===== config.mk =====
export PLATFORM = sky130hd
export DESIGN_NAME = audio_mixer
export DESIGN_NICKNAME = d
export VERILOG_FILES = /design/src/rtl/audio_mixer.sv
export SDC_FILE = /design/constraint.sdc
export NUM_CORES = 2
export LEC_CHECK = 0
export BUFFER_PORTS_ARGS = -buffer_cell sky130_fd_sc_hd__clkbuf_2
export CORE_AREA = 8 8 305 307
export DETAILED_ROUTE_END_ITERATION = 16
export DIE_AREA = 0 0 313 315
export PLACE_DENSITY = 0.62
export SYNTH_ARGS = -nofsm -noshare
export SYNTH_HDL_FRONTEND = slang
export SYNTH_SLANG_ARGS = --single-unit

===== constraint.sdc =====
create_clock -name clk -period 11.9 [get_ports clk]
set_input_delay 1.19 -clock clk [delete_from_list [all_inputs] [get_ports clk]]
set_output_delay 1.19 -clock clk [all_outputs]
set_load 0.005 [all_outputs]

===== src/rtl/audio_mixer.sv =====
// Multi-channel audio mixer: a per-channel gain stage, left/right routing, then a master gain with output saturation.
// Optional peak meters are enabled by defining AUDIO_MIXER_PEAK_EN.
module audio_mixer #(
  parameter int unsigned CHANNELS = 8,
  parameter int unsigned SAMPLE_W = 16,
  parameter int unsigned VOL_W    = 8
) (
  input  logic                         clk,
  input  logic                         rst,
  input  logic                         sample_tick,
  input  logic [CHANNELS*SAMPLE_W-1:0] ch_sample,
  input  logic [CHANNELS*VOL_W-1:0]    ch_volume,
  input  logic [CHANNELS-1:0]          ch_enable,
  input  logic [CHANNELS-1:0]          ch_is_mono,
  input  logic [CHANNELS-1:0]          ch_is_right,
  input  logic [VOL_W-1:0]             master_volume,
  input  logic                         peak_clear,
  output logic [SAMPLE_W-1:0]          out_left,
  output logic [SAMPLE_W-1:0]          out_right,
  output logic                         out_valid,
  output logic                         busy,
  output logic                         overrun,
  output logic                         clip_left,
  output logic                         clip_right,
  output logic [SAMPLE_W-1:0]          peak_left,
  output logic [SAMPLE_W-1:0]          peak_right
);

  localparam int unsigned IDX_W  = (CHANNELS > 1) ? $clog2(CHANNELS) : 1;
  localparam int unsigned ACC_W  = SAMPLE_W + VOL_W + $clog2(CHANNELS) + 1;
  localparam int unsigned TERM_W = SAMPLE_W + VOL_W + 1;
  localparam int unsigned PROD_W = ACC_W + VOL_W + 1;

  localparam logic [1:0] IDLE   = 2'd0;
  localparam logic [1:0] ACCUM  = 2'd1;
  localparam logic [1:0] SCALE  = 2'd2;
  localparam logic [1:0] OUTPUT = 2'd3;

  localparam logic signed [PROD_W-1:0]   SAT_MAX = PROD_W'((64'sd1 <<< (SAMPLE_W - 1)) - 64'sd1);
  localparam logic signed [PROD_W-1:0]   SAT_MIN = PROD_W'(-(64'sd1 <<< (SAMPLE_W - 1)));
  localparam logic signed [SAMPLE_W-1:0] OUT_MAX = SAMPLE_W'(SAT_MAX);
  localparam logic signed [SAMPLE_W-1:0] OUT_MIN = SAMPLE_W'(SAT_MIN);

  logic [1:0]                   state, state_nxt;
  logic [IDX_W-1:0]             idx;
  logic signed [ACC_W-1:0]      acc_l, acc_r;
  logic [CHANNELS*SAMPLE_W-1:0] snap_sample;
  logic [CHANNELS*VOL_W-1:0]    snap_volume;
  logic [CHANNELS-1:0]          snap_en, snap_mono, snap_right;
  logic [VOL_W-1:0]             snap_master;

  logic signed [SAMPLE_W-1:0] cur_sample;
  logic [VOL_W-1:0]           cur_vol;
  logic signed [TERM_W-1:0]   term;
  logic                       add_l, add_r, last_ch;
  logic signed [PROD_W-1:0]   scaled_l, scaled_r;
  logic signed [SAMPLE_W-1:0] sat_l, sat_r;
  logic                       clip_l_c, clip_r_c;

  // State register
  always_ff @(posedge clk) begin
    if (rst) state <= IDLE;
    else     state <= state_nxt;
  end

  // Next-state logic
  always_comb begin
    state_nxt = state;
    case (state)
      IDLE:    if (sample_tick) state_nxt = ACCUM;
      ACCUM:   if (last_ch) state_nxt = SCALE;
      SCALE:   state_nxt = OUTPUT;
      OUTPUT:  state_nxt = IDLE;
      default: state_nxt = IDLE;
    endcase
  end

  // Current channel gain term and routing, taken from the frame snapshot
  assign cur_sample = snap_sample[int'(idx)*SAMPLE_W +: SAMPLE_W];
  assign cur_vol    = snap_volume[int'(idx)*VOL_W +: VOL_W];
  assign term       = (TERM_W'(cur_sample) * TERM_W'($signed({1'b0, cur_vol}))) >>> (VOL_W - 1);
  assign add_l      = snap_en[idx] && (snap_mono[idx] || !snap_right[idx]);
  assign add_r      = snap_en[idx] && (snap_mono[idx] || snap_right[idx]);
  assign last_ch    = (idx == IDX_W'(CHANNELS - 1));

  // Master gain and saturation
  always_comb begin
    scaled_l = (PROD_W'(acc_l) * PROD_W'($signed({1'b0, snap_master}))) >>> (VOL_W - 1);
    scaled_r = (PROD_W'(acc_r) * PROD_W'($signed({1'b0, snap_master}))) >>> (VOL_W - 1);
    clip_l_c = (scaled_l > SAT_MAX) || (scaled_l < SAT_MIN);
    clip_r_c = (scaled_r > SAT_MAX) || (scaled_r < SAT_MIN);
    sat_l    = (scaled_l > SAT_MAX) ? OUT_MAX : (scaled_l < SAT_MIN) ? OUT_MIN : SAMPLE_W'(scaled_l);
    sat_r    = (scaled_r > SAT_MAX) ? OUT_MAX : (scaled_r < SAT_MIN) ? OUT_MIN : SAMPLE_W'(scaled_r);
  end

  // Datapath and registered outputs
  always_ff @(posedge clk) begin
    if (rst) begin
      idx         <= '0;
      acc_l       <= '0;
      acc_r       <= '0;
      snap_sample <= '0;
      snap_volume <= '0;
      snap_en     <= '0;
      snap_mono   <= '0;
      snap_right  <= '0;
      snap_master <= '0;
      out_left    <= '0;
      out_right   <= '0;
      clip_left   <= 1'b0;
      clip_right  <= 1'b0;
      out_valid   <= 1'b0;
      busy        <= 1'b0;
      overrun     <= 1'b0;
    end else begin
      out_valid <= 1'b0;
      busy      <= (state_nxt != IDLE);
      overrun   <= sample_tick && (state != IDLE);
      case (state)
        IDLE: if (sample_tick) begin
          snap_sample <= ch_sample;
          snap_volume <= ch_volume;
          snap_en     <= ch_enable;
          snap_mono   <= ch_is_mono;
          snap_right  <= ch_is_right;
          snap_master <= master_volume;
          acc_l       <= '0;
          acc_r       <= '0;
          idx         <= '0;
        end
        ACCUM: begin
          if (add_l) acc_l <= acc_l + ACC_W'(term);
          if (add_r) acc_r <= acc_r + ACC_W'(term);
          if (!last_ch) idx <= idx + IDX_W'(1);
        end
        SCALE: begin
          out_left   <= sat_l;
          out_right  <= sat_r;
          clip_left  <= clip_l_c;
          clip_right <= clip_r_c;
          out_valid  <= 1'b1;
        end
        default: ;
      endcase
    end
  end

`ifdef AUDIO_MIXER_PEAK_EN
  function automatic logic [SAMPLE_W-1:0] mag(input logic signed [SAMPLE_W-1:0] s);
    if (s == OUT_MIN)   return OUT_MAX;
    else if (s < 0)     return SAMPLE_W'(-s);
    else                return s;
  endfunction

  logic [SAMPLE_W-1:0] mag_l, mag_r;
  assign mag_l = mag(out_left);
  assign mag_r = mag(out_right);

  // Peak meters; a clear coinciding with a new frame loads that frame's magnitude
  always_ff @(posedge clk) begin
    if (rst) begin
      peak_left  <= '0;
      peak_right <= '0;
    end else if (out_valid) begin
      if (peak_clear || mag_l > peak_left)  peak_left  <= mag_l;
      if (peak_clear || mag_r > peak_right) peak_right <= mag_r;
    end else if (peak_clear) begin
      peak_left  <= '0;
      peak_right <= '0;
    end
  end
`else
  logic unused_peak_clear;
  assign unused_peak_clear = peak_clear;
  assign peak_left  = '0;
  assign peak_right = '0;
`endif

endmodule


==> impl_metrics.py <==
metrics = {
    "routing": {
        "drc": 0,
        "drt-pass1-iter-count": 5,
        "num_vias": 27050,
        "wl_met3_mm": 4.37,
        "drtAntennaViolNets": 0,
        "post_drt_wl_per_cell_um": 16.3,
        "vias_per_cell": 4.96,
        "drt_iter0_drc": 1534,
        "wl_met1_mm": 41.2,
        "top_layer": "met4",
        "routed_wirelength_mm": 88.7,
        "met2_length_mm": 41.2,
    },
    "setup_path": {
        "worst_ep_required_time_ns": 12.41,
        "end_kind": "register",
        "worst-path-buf-inv": 2,
        "slowest_delay_ns": 0.77,
        "worstSetupPathType": "reg -> reg",
        "crit_cells": 34,
        "arrival_ns": 10.40,
        "r2r_cells": 34,
        "r2r_slack_ns": 2.00,
        "reg2reg_to": "acc_l[27]",
        "slowest_stage": "dfxtp_4",
        "cp_top_family": "compound AO/OA/AOI/OAI gates",
        "worst_setup_path_start_kind": "register",
        "cp_max_fo": 33,
        "r2r-start": "idx[0]",
    },
    "layout": {
        "drive_gt1_share_pct": 11.0,
        "nNetsFinal": 5175,
        "seqCellArea_um2": 6460,
        "antennaDiodeCount": 0,
        "fin_util_pct": 43.6,
        "areaGrowthSynthToFinish_pct": 10.1,
        "multi_input_area_um2": 25300,
        "nFillCells": 8854,
    },
    "clocking": {
        "postCtsResizedCells": 0,
        "cts_buffers": 41,
        "cts_tree": "built",
        "numClockSinks": 322,
        "clk_latency_ns": 0.59,
        "cts_root_buf": "clkbuf_16",
        "postCtsHoldBufs": 0,
        "clk_pin_slew_ns": 0.06,
        "clk_path_buf_depth": 3,
        "htree_levels": 2,
        "post-cts-setup-buffers": 0,
    },
    "timing": {
        "rsz0062_at_grt": "false",
        "final.period_utilization_pct": 83.2,
        "hold_viol_final": 0,
        "slew_headroom_pct": 28.0,
        "slew_viol_final": 0,
        "clock_skew_ns": 0.0328,
        "tns_ns": 0,
        "maxClockFrequency_ghz": 0.101,
        "period_needed_ns": 9.90,
        "worst_pin_slew_ns": 1.08,
        "setup_violations": 0,
    },
    "logic_synthesis": {
        "syn_avg_cell_area_um2": 8.45,
        "netlist_area_um2": 34800,
        "ys.flop_type": "dfxtp_1",
        "yosys_warnings": 0,
        "async_flop_share_pct": 0,
        "synth_edf_count": 0,
        "synth_seq_area_share_pct": 18.5,
        "ys_ff_latch": 322,
        "synth.distinct_cells": 81,
        "syn_inst": 4120,
    },
    "hold_path": {
        "whs_endpoint": "snap_en[6]",
        "hold_start": "snap_en[6]",
        "min-delay-path-class": "reg -> reg",
        "holdPathStages": 2,
    },
    "power_and_ir_drop": {
        "vdd.ir_drop.worst_v": 0.000102,
        "cellPowerDensity_nw_per_um2": 77.0,
        "p_leak_nw": 18.7,
    },
    "global_route": {
        "grt_pass1_wl_mm": 145,
        "grt_max_degree": 176,
        "antenna_found_initial": 2,
        "grt_pass1_vias": 27644,
        "grt_util_all_layers_pct": 17.7,
        "grt-ovfl-total": 0,
    },
    "place": {
        "post-dp-hpwl_mm": 68.2,
        "place.gp.congestion": 0.870,
        "io_buffer_count": 263,
    },
    "die": {
        "io_pins": 297,
        "die_w_um": 313,
        "initial_core_util_pct": 39.6,
        "fp-row-count": 109,
        "die_y_um": 315,
        "dieArea_um2": 98600,
        "core_area_um2": 88000,
    },
    "job": {
        "maxCapViolCount": 0,
    },
    "outcome": {
        "status": "finished clean",
    },
}
[state kept, by name, indices dropped and copies added (netlist names), 2 cells and up]
signal and count:
snap_en 8, snap_right 8, snap_volume 64, acc_r 28
acc_l 28, snap_master 8, snap_mono 8, idx 3
out_left 16, snap_sample 128, state 2, out_right 16
[area by class of cell]
cell class              instances  share of cell area [%]
multi-input cells            3004                    65.9
flip-flops and latches        322                    16.8
inverters                     594                    5.81
repair buffers                293                    4.08
well taps                    1165                    3.80
clock buffers                  58                    2.97
clock inverters                14                   0.587
[tightest hold or removal path: stages (launching register included)]
cell and delay [ns]:
dfxtp_1 0.30, nand2_1 0.05, a21oi_1 0.05
[cell usage after synthesis, types with 6 or more instances]
master    count  area share, %
nand3b_1      7           0.15
mux4_2       54            3.5
or3_1        18           0.32
nor2b_1      23           0.41
o21a_1       21           0.45
nand2b_1     38           0.68
a211oi_1     33           0.71
and2_1      273            4.9
inv_1       594            6.4
o31ai_1       8           0.17
mux2i_1      24           0.69
and4_1        8           0.20
o21ai_0      54           0.78
fa_1        449             26
a21o_1       35           0.75
xnor2_1      77            1.9
nand2_1     746            8.0
ha_1        242            8.7
nor2_1      222            2.4
or2_2        14           0.25
mux2_2        7           0.23
nor3b_1       6           0.13
a22oi_1      11           0.24
o21bai_1      9           0.19
nand4b_1     11           0.28
nand4_1       8           0.14
a211oi_2     11           0.40
nor4_1       11           0.20
buf_1        17           0.18
buf_4        33           0.71
nand3_1      48           0.69
xor2_1       34           0.86
nor3_1       28           0.40
and3_1       14           0.25
a31oi_1      25           0.45
dfxtp_1     322             19
clkbuf_1    174            1.9
a21oi_1     333            4.8
[per-layer routing]
layer | vias up | global-route usage [%]
li1 | 13307 | -
met2 | 542 | 29.5
met1 | 13116 | 24.2
met5 | - | 0
met3 | 85 | 2.78
met4 | 0 | 3.99
[power by group]
part | leakage (nW) | internal, mW | switching, mW
sequential | 2.63 | 1.13 | 0.0384
clock | 0.668 | 0.760 | 0.527
combinational | 15.4 | 0.185 | 0.315
total | 18.7 | 2.07 | 0.880
[cell usage in the layout (no fill, tap or decap), drive strengths merged, types with 12 or more instances in the layout]
master,Yosys,layout
a21o,35,35
nor3,28,28
buf,57,31
nand3,48,48
o31ai,12,12
xnor2,77,77
a21oi,333,333
mux2i,24,24
dfxtp,322,322
fa,449,449
and3,14,14
or2,14,14
nand2b,38,38
a211oi,44,44
mux4,54,54
and2,276,276
nand2,747,747
o21a,21,21
xor2,34,34
o21ai,59,59
inv,594,596
conb,1,32
or3,18,18
clkbuf,174,320
nor2b,23,23
a31oi,25,25
nor2,222,222
ha,242,242
[kinds of logic (layout without fill, tap and decap cells)]
| kind of cell | count (synthesis) | after routing | share of synthesized area [%] |
|---|---|---|---|
| AOI/OAI and AO/OA | 596 | 596 | 10.6 |
| other | 1 | 32 | 0.0108 |
| xor gates and xnor gates | 111 | 111 | 2.79 |
| buffers and inverters | 825 | 959 | 9.31 |
| and+or+nand+nor | 1489 | 1489 | 19.8 |
| adders and majority gates | 691 | 691 | 34.5 |
| muxes | 85 | 85 | 4.41 |
| DFF | 322 | 322 | 18.5 |
[worst max path at each step]
stage               startpoint   endpoint  slack (ns)
CTS                     idx[0]  acc_l[27]        1.92
finish                  idx[0]  acc_l[27]        2.00
floorplan               idx[0]  acc_l[27]        2.09
global placement        idx[0]  acc_l[27]        1.98
global route            idx[0]  acc_l[27]        1.24
detailed placement      idx[0]  acc_l[27]        1.92
[stage by stage]
stage                     worst slack (ns)  cell area, um2  hold slack [ns]  instances  total power, mW
after CTS                             1.92           38300            0.451       5450             3.00
after global routing                  1.24           38300            0.468       5450             3.10
final                                 2.00           38300            0.449       5450             2.95
after floorplan                       2.09           34900            0.433       4151             1.53
after global placement                1.98           37000            0.439       5378             1.69
after detailed placement              1.92           37000            0.443       5378             1.69
(Power assumes the default switching activity.)
